==> src/rtl/mcc_sequencer.sv <==
// Multi-cycle fetch/decode/execute/memory/writeback sequencer with req/ack memory
// handshakes, a per-request wait timeout and a retired-instruction counter.
module mcc_sequencer #(
  parameter int          ADDR_W   = 32,
  parameter int          DATA_W   = 32,
  parameter int          PC_STEP  = 4,
  parameter logic [ADDR_W-1:0] RESET_PC = '0,
  parameter int          TIMEOUT  = 15,
  parameter int          CNT_W    = 16
) (
  input  logic              clk,
  input  logic              reset,
  input  logic              run_en,
  output logic              imem_req,
  output logic [ADDR_W-1:0] imem_addr,
  input  logic              imem_ack,
  input  logic [DATA_W-1:0] imem_rdata,
  output logic [DATA_W-1:0] instr,
  output logic              id_valid,
  output logic              ex_en,
  input  logic              is_load,
  input  logic              is_store,
  input  logic              br_taken,
  input  logic [ADDR_W-1:0] br_target,
  input  logic              halt,
  output logic              dmem_req,
  output logic              dmem_we,
  input  logic              dmem_ack,
  input  logic [DATA_W-1:0] dmem_rdata,
  output logic [DATA_W-1:0] mdr,
  output logic              rf_we,
  output logic              w_select,
  output logic [ADDR_W-1:0] pc,
  output logic [CNT_W-1:0]  retired,
  output logic              halted,
  output logic              fault
);

  localparam int WAIT_W = (TIMEOUT > 1) ? $clog2(TIMEOUT) : 1;
  localparam logic [WAIT_W-1:0] LP_TMO_LAST = WAIT_W'((TIMEOUT > 0) ? (TIMEOUT - 1) : 0);

  typedef enum logic [2:0] {
    S_IDLE, S_FETCH, S_DECODE, S_EXECUTE, S_MEM, S_WB, S_HALT, S_FAULT
  } state_t;

  state_t              r_state;
  logic [ADDR_W-1:0]   r_pc;
  logic [DATA_W-1:0]   r_instr;
  logic [DATA_W-1:0]   r_mdr;
  logic [CNT_W-1:0]    r_retired;
  logic [WAIT_W-1:0]   r_wait;
  logic [ADDR_W-1:0]   r_br_target;
  logic                r_is_load;
  logic                r_is_store;
  logic                r_br_taken;
  logic                r_imem_req;
  logic                r_dmem_req;
  logic                r_dmem_we;
  logic                r_id_valid;
  logic                r_ex_en;
  logic                r_rf_we;
  logic                r_w_select;
  logic                r_halted;
  logic                r_fault;

  logic [ADDR_W-1:0]   w_pc_next;
  logic                w_timeout;

  assign w_pc_next = r_br_taken ? r_br_target : (r_pc + ADDR_W'(PC_STEP));
  // The last permitted wait cycle without an ack trips the fault; an ack in that cycle wins.
  assign w_timeout = (TIMEOUT != 0) && (r_wait == LP_TMO_LAST);

  // Sequencer state, datapath registers and registered strobes.
  always_ff @(posedge clk or negedge reset) begin
    if (!reset) begin
      r_state     <= S_IDLE;
      r_pc        <= RESET_PC;
      r_instr     <= '0;
      r_mdr       <= '0;
      r_retired   <= '0;
      r_wait      <= '0;
      r_br_target <= '0;
      r_is_load   <= 1'b0;
      r_is_store  <= 1'b0;
      r_br_taken  <= 1'b0;
      r_imem_req  <= 1'b0;
      r_dmem_req  <= 1'b0;
      r_dmem_we   <= 1'b0;
      r_id_valid  <= 1'b0;
      r_ex_en     <= 1'b0;
      r_rf_we     <= 1'b0;
      r_w_select  <= 1'b0;
      r_halted    <= 1'b0;
      r_fault     <= 1'b0;
    end else begin
      r_id_valid <= 1'b0;
      r_ex_en    <= 1'b0;
      r_rf_we    <= 1'b0;
      case (r_state)
        S_IDLE: begin
          if (run_en) begin
            r_state    <= S_FETCH;
            r_imem_req <= 1'b1;
            r_wait     <= '0;
          end
        end
        S_FETCH: begin
          if (imem_ack) begin
            r_instr    <= imem_rdata;
            r_imem_req <= 1'b0;
            r_id_valid <= 1'b1;
            r_state    <= S_DECODE;
          end else if (w_timeout) begin
            r_imem_req <= 1'b0;
            r_fault    <= 1'b1;
            r_state    <= S_FAULT;
          end else begin
            r_wait <= r_wait + WAIT_W'(1);
          end
        end
        S_DECODE: begin
          r_ex_en <= 1'b1;
          r_state <= S_EXECUTE;
        end
        S_EXECUTE: begin
          // A word flagged as both load and store is handled as a load.
          r_is_load   <= is_load;
          r_is_store  <= is_store & ~is_load;
          r_br_taken  <= br_taken;
          r_br_target <= br_target;
          if (halt) begin
            r_halted <= 1'b1;
            r_state  <= S_HALT;
          end else if (is_load || is_store) begin
            r_dmem_req <= 1'b1;
            r_dmem_we  <= is_store & ~is_load;
            r_wait     <= '0;
            r_state    <= S_MEM;
          end else begin
            r_rf_we    <= 1'b1;
            r_w_select <= 1'b0;
            r_state    <= S_WB;
          end
        end
        S_MEM: begin
          if (dmem_ack) begin
            if (r_is_load) begin
              r_mdr <= dmem_rdata;
            end
            r_dmem_req <= 1'b0;
            r_dmem_we  <= 1'b0;
            r_rf_we    <= ~r_is_store;
            r_w_select <= r_is_load;
            r_state    <= S_WB;
          end else if (w_timeout) begin
            r_dmem_req <= 1'b0;
            r_dmem_we  <= 1'b0;
            r_fault    <= 1'b1;
            r_state    <= S_FAULT;
          end else begin
            r_wait <= r_wait + WAIT_W'(1);
          end
        end
        S_WB: begin
          r_pc       <= w_pc_next;
          r_retired  <= r_retired + CNT_W'(1);
          r_w_select <= 1'b0;
          if (run_en) begin
            r_imem_req <= 1'b1;
            r_wait     <= '0;
            r_state    <= S_FETCH;
          end else begin
            r_state <= S_IDLE;
          end
        end
        S_HALT: begin
          r_state <= S_HALT;
        end
        S_FAULT: begin
          r_state <= S_FAULT;
        end
        default: begin
          r_imem_req <= 1'b0;
          r_dmem_req <= 1'b0;
          r_fault    <= 1'b1;
          r_state    <= S_FAULT;
        end
      endcase
    end
  end

  assign imem_req  = r_imem_req;
  assign imem_addr = r_pc;
  assign instr     = r_instr;
  assign id_valid  = r_id_valid;
  assign ex_en     = r_ex_en;
  assign dmem_req  = r_dmem_req;
  assign dmem_we   = r_dmem_we;
  assign mdr       = r_mdr;
  assign rf_we     = r_rf_we;
  assign w_select  = r_w_select;
  assign pc        = r_pc;
  assign retired   = r_retired;
  assign halted    = r_halted;
  assign fault     = r_fault;

endmodule

==> config.mk <==
export PLATFORM = sky130hd
export DESIGN_NAME = mcc_sequencer
export DESIGN_NICKNAME = d
export VERILOG_FILES = /design/src/rtl/mcc_sequencer.sv
export SDC_FILE = /design/constraint.sdc
export NUM_CORES = 1
export LEC_CHECK = 0
export CAP_MARGIN = 20
export CORE_ASPECT_RATIO = 0.75
export CORE_UTILIZATION = 41
export CTS_CLUSTER_DIAMETER = 100
export DETAILED_ROUTE_END_ITERATION = 6
export HOLD_SLACK_MARGIN = 0.1
export PLACE_DENSITY_LB_ADDON = 0.05
export SLEW_MARGIN = 20
export SYNTH_ARGS = -nofsm -noshare
export SYNTH_HDL_FRONTEND = slang
export SYNTH_SLANG_ARGS = --single-unit
==> constraint.sdc <==
create_clock -name clk -period 1.8 [get_ports clk]
set_input_delay 0.18 -clock clk [delete_from_list [all_inputs] [get_ports clk]]
set_output_delay 0.18 -clock clk [all_outputs]
set_load 0.05 [all_outputs]
[Word level (Yosys, flattened, before mapping)]
Cells that the tools add are included.
Storage, ports and cells
  bits in writable memories: 0
  input bits: 105
  memories kept: 0
  latch bits: 0
  flip-flop bits (word level): 163
  memory bits (read-only): 0
  logic and storage cells: 101
Cells by class
  reduce and logical (&&, ||, !) cells: 16
  divide/modulo/power cells: 0
  shift operators: 0
  mux-type cells: 42
  eq/ne operators: 18
  add/sub/neg operators: 3
  $mul: 0
  bitwise logic cells: 3
  magnitude comparators: 0
Operator list (count)
  adder 32 x 3 -> 32 bit, second input constant: 1
  2-to-1 mux 32 bit: 1
  2-to-1 mux 4 bit: 6
  case mux 3 bit (8 select lines): 1
  2-to-1 mux 1 bit: 22
  adder 16 x 1 -> 16 bit, second input constant: 1
  case mux 4 bit (4 select lines): 1
  != test 2 bit, second input constant: 7
  equality test 3 bit, second input constant: 4
  2-to-1 mux 3 bit: 4
  case mux 1 bit (2 select lines): 5
  AND reduction 3 bit: 3
  AND reduction 4 bit: 2
  equality test 3 x 2 -> 1 bit, second input constant: 2
  != test 3 bit, second input constant: 2
  AND reduction 6 bit: 1
  nonzero test 2 bit: 3
  adder 4 x 1 -> 4 bit, second input constant: 1
  equality test 4 bit, second input constant: 1
  AND reduction 2 bit: 2
  nonzero test 4 bit: 1
  equality test 3 x 1 -> 1 bit, second input constant: 1
  logical NOT 3 bit: 1
  case mux 1 bit (3 select lines): 1
  other kinds (7): 8

[Longest topological paths before layout]
  depth in word-level cells: 5
  depth in mapped cells: 7
  gate-level depth less buffers: 7

[Worst setup path before layout]
OpenSTA, ideal clock, no wires.
  path kind: register to register
  from: register r_pc[8] (netlist: imem_addr[8])
  to: register r_pc[31] (netlist: imem_addr[31])
  slack: -0.584 ns
  setup time: 0.094 ns
  path buffers: 1
  stages on the path, launching flop included: 7
  arrival time: 2.290 ns
  cells stage by stage: dfrtp_1 > nand4_1 > or4_1 > buf_2 > nor3_1 > mux2_2 > a211oi_1
Between the ends
  word-level cells in the longest chain between the ends: 2
Ends and longest elaborated chain
  from (decl): RTL line 47  | logic [ADDR_W-1:0] r_pc;
  from (signal assigned): RTL line 165  | r_pc <= w_pc_next;
  adder 32 x 3 -> 32 bit: RTL line 69  | assign w_pc_next = r_br_taken ? r_br_target : (r_pc + ADDR_W'(PC_STEP));
  2-to-1 mux 32 bit: RTL line 69
Every way passes these cells.
A chain may end at the register's enable or synchronous reset.

[Final worst setup path]
  from: register r_pc[10] (netlist: imem_addr[10])
  to: register r_pc[31] (netlist: imem_addr[31])
Same word-level chain as after synthesis.

==> flow_summary.yaml <==
run_status:
  status: "finished, violations left"
  failed_checks: "setup timing"
clocking:
  clock_latency_ns: 0.42
  numCtsBuffers: 17
  cts_tree: "built"
  cts.path.max_buffers: 2
  h-tree-depth: 4
  clockRootBuffer: "clkbuf_16"
  clock_sinks: 163
  clk_pin_slew_worst_paths_ns: 0.07
yosys:
  synth_fp_nets: 751
  synth_xor_area_frac: 0.01890
  synth.distinct_cells: 51
  yosysMostFrequentCell: "dfrtp_1"
  async_reset_ff_frac: 1.000
  synth_compound_area_frac: 0.09973
  avgSynthCellArea_um2: 11.55
  synthesis.instances: 642
  yosysWarnings: 0
  ys_seq_area_frac: 0.5501
  synth_area_mm2: 0.007415
  synth_fa_ha_area_frac: 0.006750
  yosys.area_share.simple: 0.1097
  synth_ff_type: "dfrtp_1"
  synth_area_leaders: "dfrtp_1, mux2_2, buf_4"
  yosys-top-cells-count: "dfrtp_1, mux2_2, o21ai_0"
  synth-seq-cells: 163
  yosysTopAreaCell: "dfrtp_1"
  synth_top_area_share: 0.5501
  synth_mux_area_frac: 0.1576
  synth_edf_count: 0
  synth_top_family_by_area: "multiplexers"
min_path:
  min_path_type: "input port to async pin"
routing:
  dr.pass1.iters: 5
  ant_nets: 0
  first_iter_violations: 294
  via_per_inst: 5.140
  wl_met2_mm: 9.418
  drc: 0
  routed_wl_mm: 20.25
  vias: 6106
  met3WireLength_mm: 1.549
  top_layer: "met4"
  wl_met1_mm: 9.091
  wire_per_inst_um: 17.05
floorplan:
  die_h_um: 118.5
  die_w_um: 157.3
  dieArea_mm2: 0.01863
  coreArea_mm2: 0.01766
  io_pins: 258
  initial_core_util: 0.4199
  rows: 42
power_and_ir_drop:
  peakVddDrop_uv: 1245
  power.static_leakage_nw: 5.439
  power.switching_mw: 11.30
  intPower_mw: 12.46
  pwr-share-comb: 0.577
  p_per_area_mw_per_mm2: 2093
  clockPowerShare: 0.151
  swShare: 0.4757
  seq_power_share: 0.273
timing:
  setup_ws_ns: -0.1072
  rsz0062_at_grt: "true"
  tightestPinTransition_ns: 0.5480
  slew_violations: 0
  finClkSkew_ns: 0.01651
  max_freq_mhz: 524.3
  whs_ns: 0.2360
  setup-violations-final: 4
  max-slew-margin-rel: 0.6341
  min_period_over_period: 1.060
  finalHoldViolCount: 0
  fin_crit_ns: 1.907
grt:
  track_usage: 0.2185
  overflow: 0
  first_global_vias: 6087
  grt_max_degree: 54
  grt_antenna_before_repair: 0
  grt_pass1_wl_mm: 31.60
setup_path:
  arrival_ns: 2.24
  cp-start-kind: "flip-flop"
  cp_data_required_time_ns: 2.14
  worstRegToRegCells: 6
  worstSetupPathType: "flip-flop to flip-flop"
  critical_path.max_fanout: 4
  end_kind: "flip-flop"
layout:
  fin_cells: 1188
  regArea_mm2: 0.004113
  n_fill_cell: 1441
  area_growth_pct: 53.09
  diodes: 0
  layout-drive-gt1-share: 0.3414
  final_nets: 1042
  multi_input_area_mm2: 0.003073
place:
  gp_congestion: 0.8741
  place_ws_ns: -0.1063
  placedCellCount: 1146
  portBuffers: 257
  dp_hpwl_mm: 14.61
flow_run:
  cap_violations: 0
layer usage:
layer	track usage	vias to the layer above
met3	0.06491	18
met5	0	-
li1	-	2872
met1	0.3053	2995
met4	0.05522	0
met2	0.3305	221
timing repair:
item / in CTS / in global routing
pin swaps: 0 / 13
buffers inserted: 3 / 7
hold buffers: 1 / 0
resized for setup: 42 / 65
setup endpoints to repair: 85 / 70
hold endpoints to repair: 163 / 0
power groups by stage:
stage | Clock [mW] | Sequential (mW) | Combinational (mW)
after floorplan | 0 | 10.5 | 5.13
after global placement | 0 | 6.47 | 13.5
after detailed placement | 0 | 6.54 | 13.7
after CTS | 3.68 | 6.50 | 13.6
after global routing | 3.84 | 6.71 | 14.4
final | 3.58 | 6.48 | 13.7
area by class of cell:
cell class / count / share of cell area
sequential: 163 / 0.3623
timing repair buffer: 337 / 0.2841
multi-input combinational: 400 / 0.2707
clock buffer: 20 / 0.04112
tap: 242 / 0.02668
clock inverter: 12 / 0.01047
inverter: 14 / 0.004630
logic make-up (layout without fill, tap and decap cells):
kind of cell,Yosys count,count (layout)
simple gates,156,156
mux,104,104
flops,163,163
buf+inv,79,383
xor+xnor,16,16
fa+ha+maj,4,4
compound gates,120,120
stage by stage:
stage	utilization	cell area (µm²)	power, mW	setup TNS, ns
2_1_floorplan	-	7522	15.60	-1.480
6_report	0.6429	11350	23.76	-0.2118
3_3_place_gp	0.5950	10510	19.95	-1.660
4_1_cts	0.6285	11100	23.74	-0.2595
3_5_place_dp	0.5950	10510	20.20	-1.315
5_1_grt	0.6429	11350	24.98	-1.008
placed cells by master, fill, tap and decap left out, types with 4 or more instances in the layout:
cell type and instances:
nand4_1 16, dfrtp_1 136, dlygate4sd2_1 35, buf_4 120
dlymetal6s2s_1 46, nand2_1 32, a21oi_1 34, a2bb2oi_1 5
xnor2_1 12, o21ai_0 34, mux2_2 101, clkbuf_16 17
buf_6 4, inv_1 13, a22oi_1 6, nor3_1 9
inv_6 5, clkdlybuf4s50_1 122, o22ai_1 9, dfrtp_2 27
buf_12 8, nor2_1 29, o22a_1 4, xor2_1 4
and3_1 9, nand2b_1 6, nand3_1 17
registers in the layout, indices dropped and copies added (netlist names), 3 cells and up:
signal       count
imem_addr       32
instr           32
mdr             32
r_br_target     32
retired         16
r_wait           4
r_state          3
worst max-delay path: stages (launching register included):
cell	delay (ns)
dfrtp_2	0.36
nand4_1	0.13
or4_4	0.55
buf_12	0.16
nor3_4	0.15
mux2_4	0.32
a211oi_2	0.14
path summary, 6_finish.rpt:
path                                               end  slack, ns                 startpoint
setup / recovery             imem_addr[31]$_DFFE_PN0N_      -0.11  imem_addr[10]$_DFFE_PN0N_
hold / removal             r_br_target[20]$_DFFE_PN0P_       0.24                      reset
setup reg to reg             imem_addr[31]$_DFFE_PN0N_      -0.11  imem_addr[10]$_DFFE_PN0N_
hold reg to reg                retired[15]$_DFFE_PN0N_       0.47    retired[15]$_DFFE_PN0N_
max in group asynchronous     imem_addr[4]$_DFFE_PN0N_       0.93                      reset
min in group clk                  instr[7]$_DFFE_PN0P_       0.36              imem_rdata[7]
No activity file was read; power rests on OpenSTA's default activity.
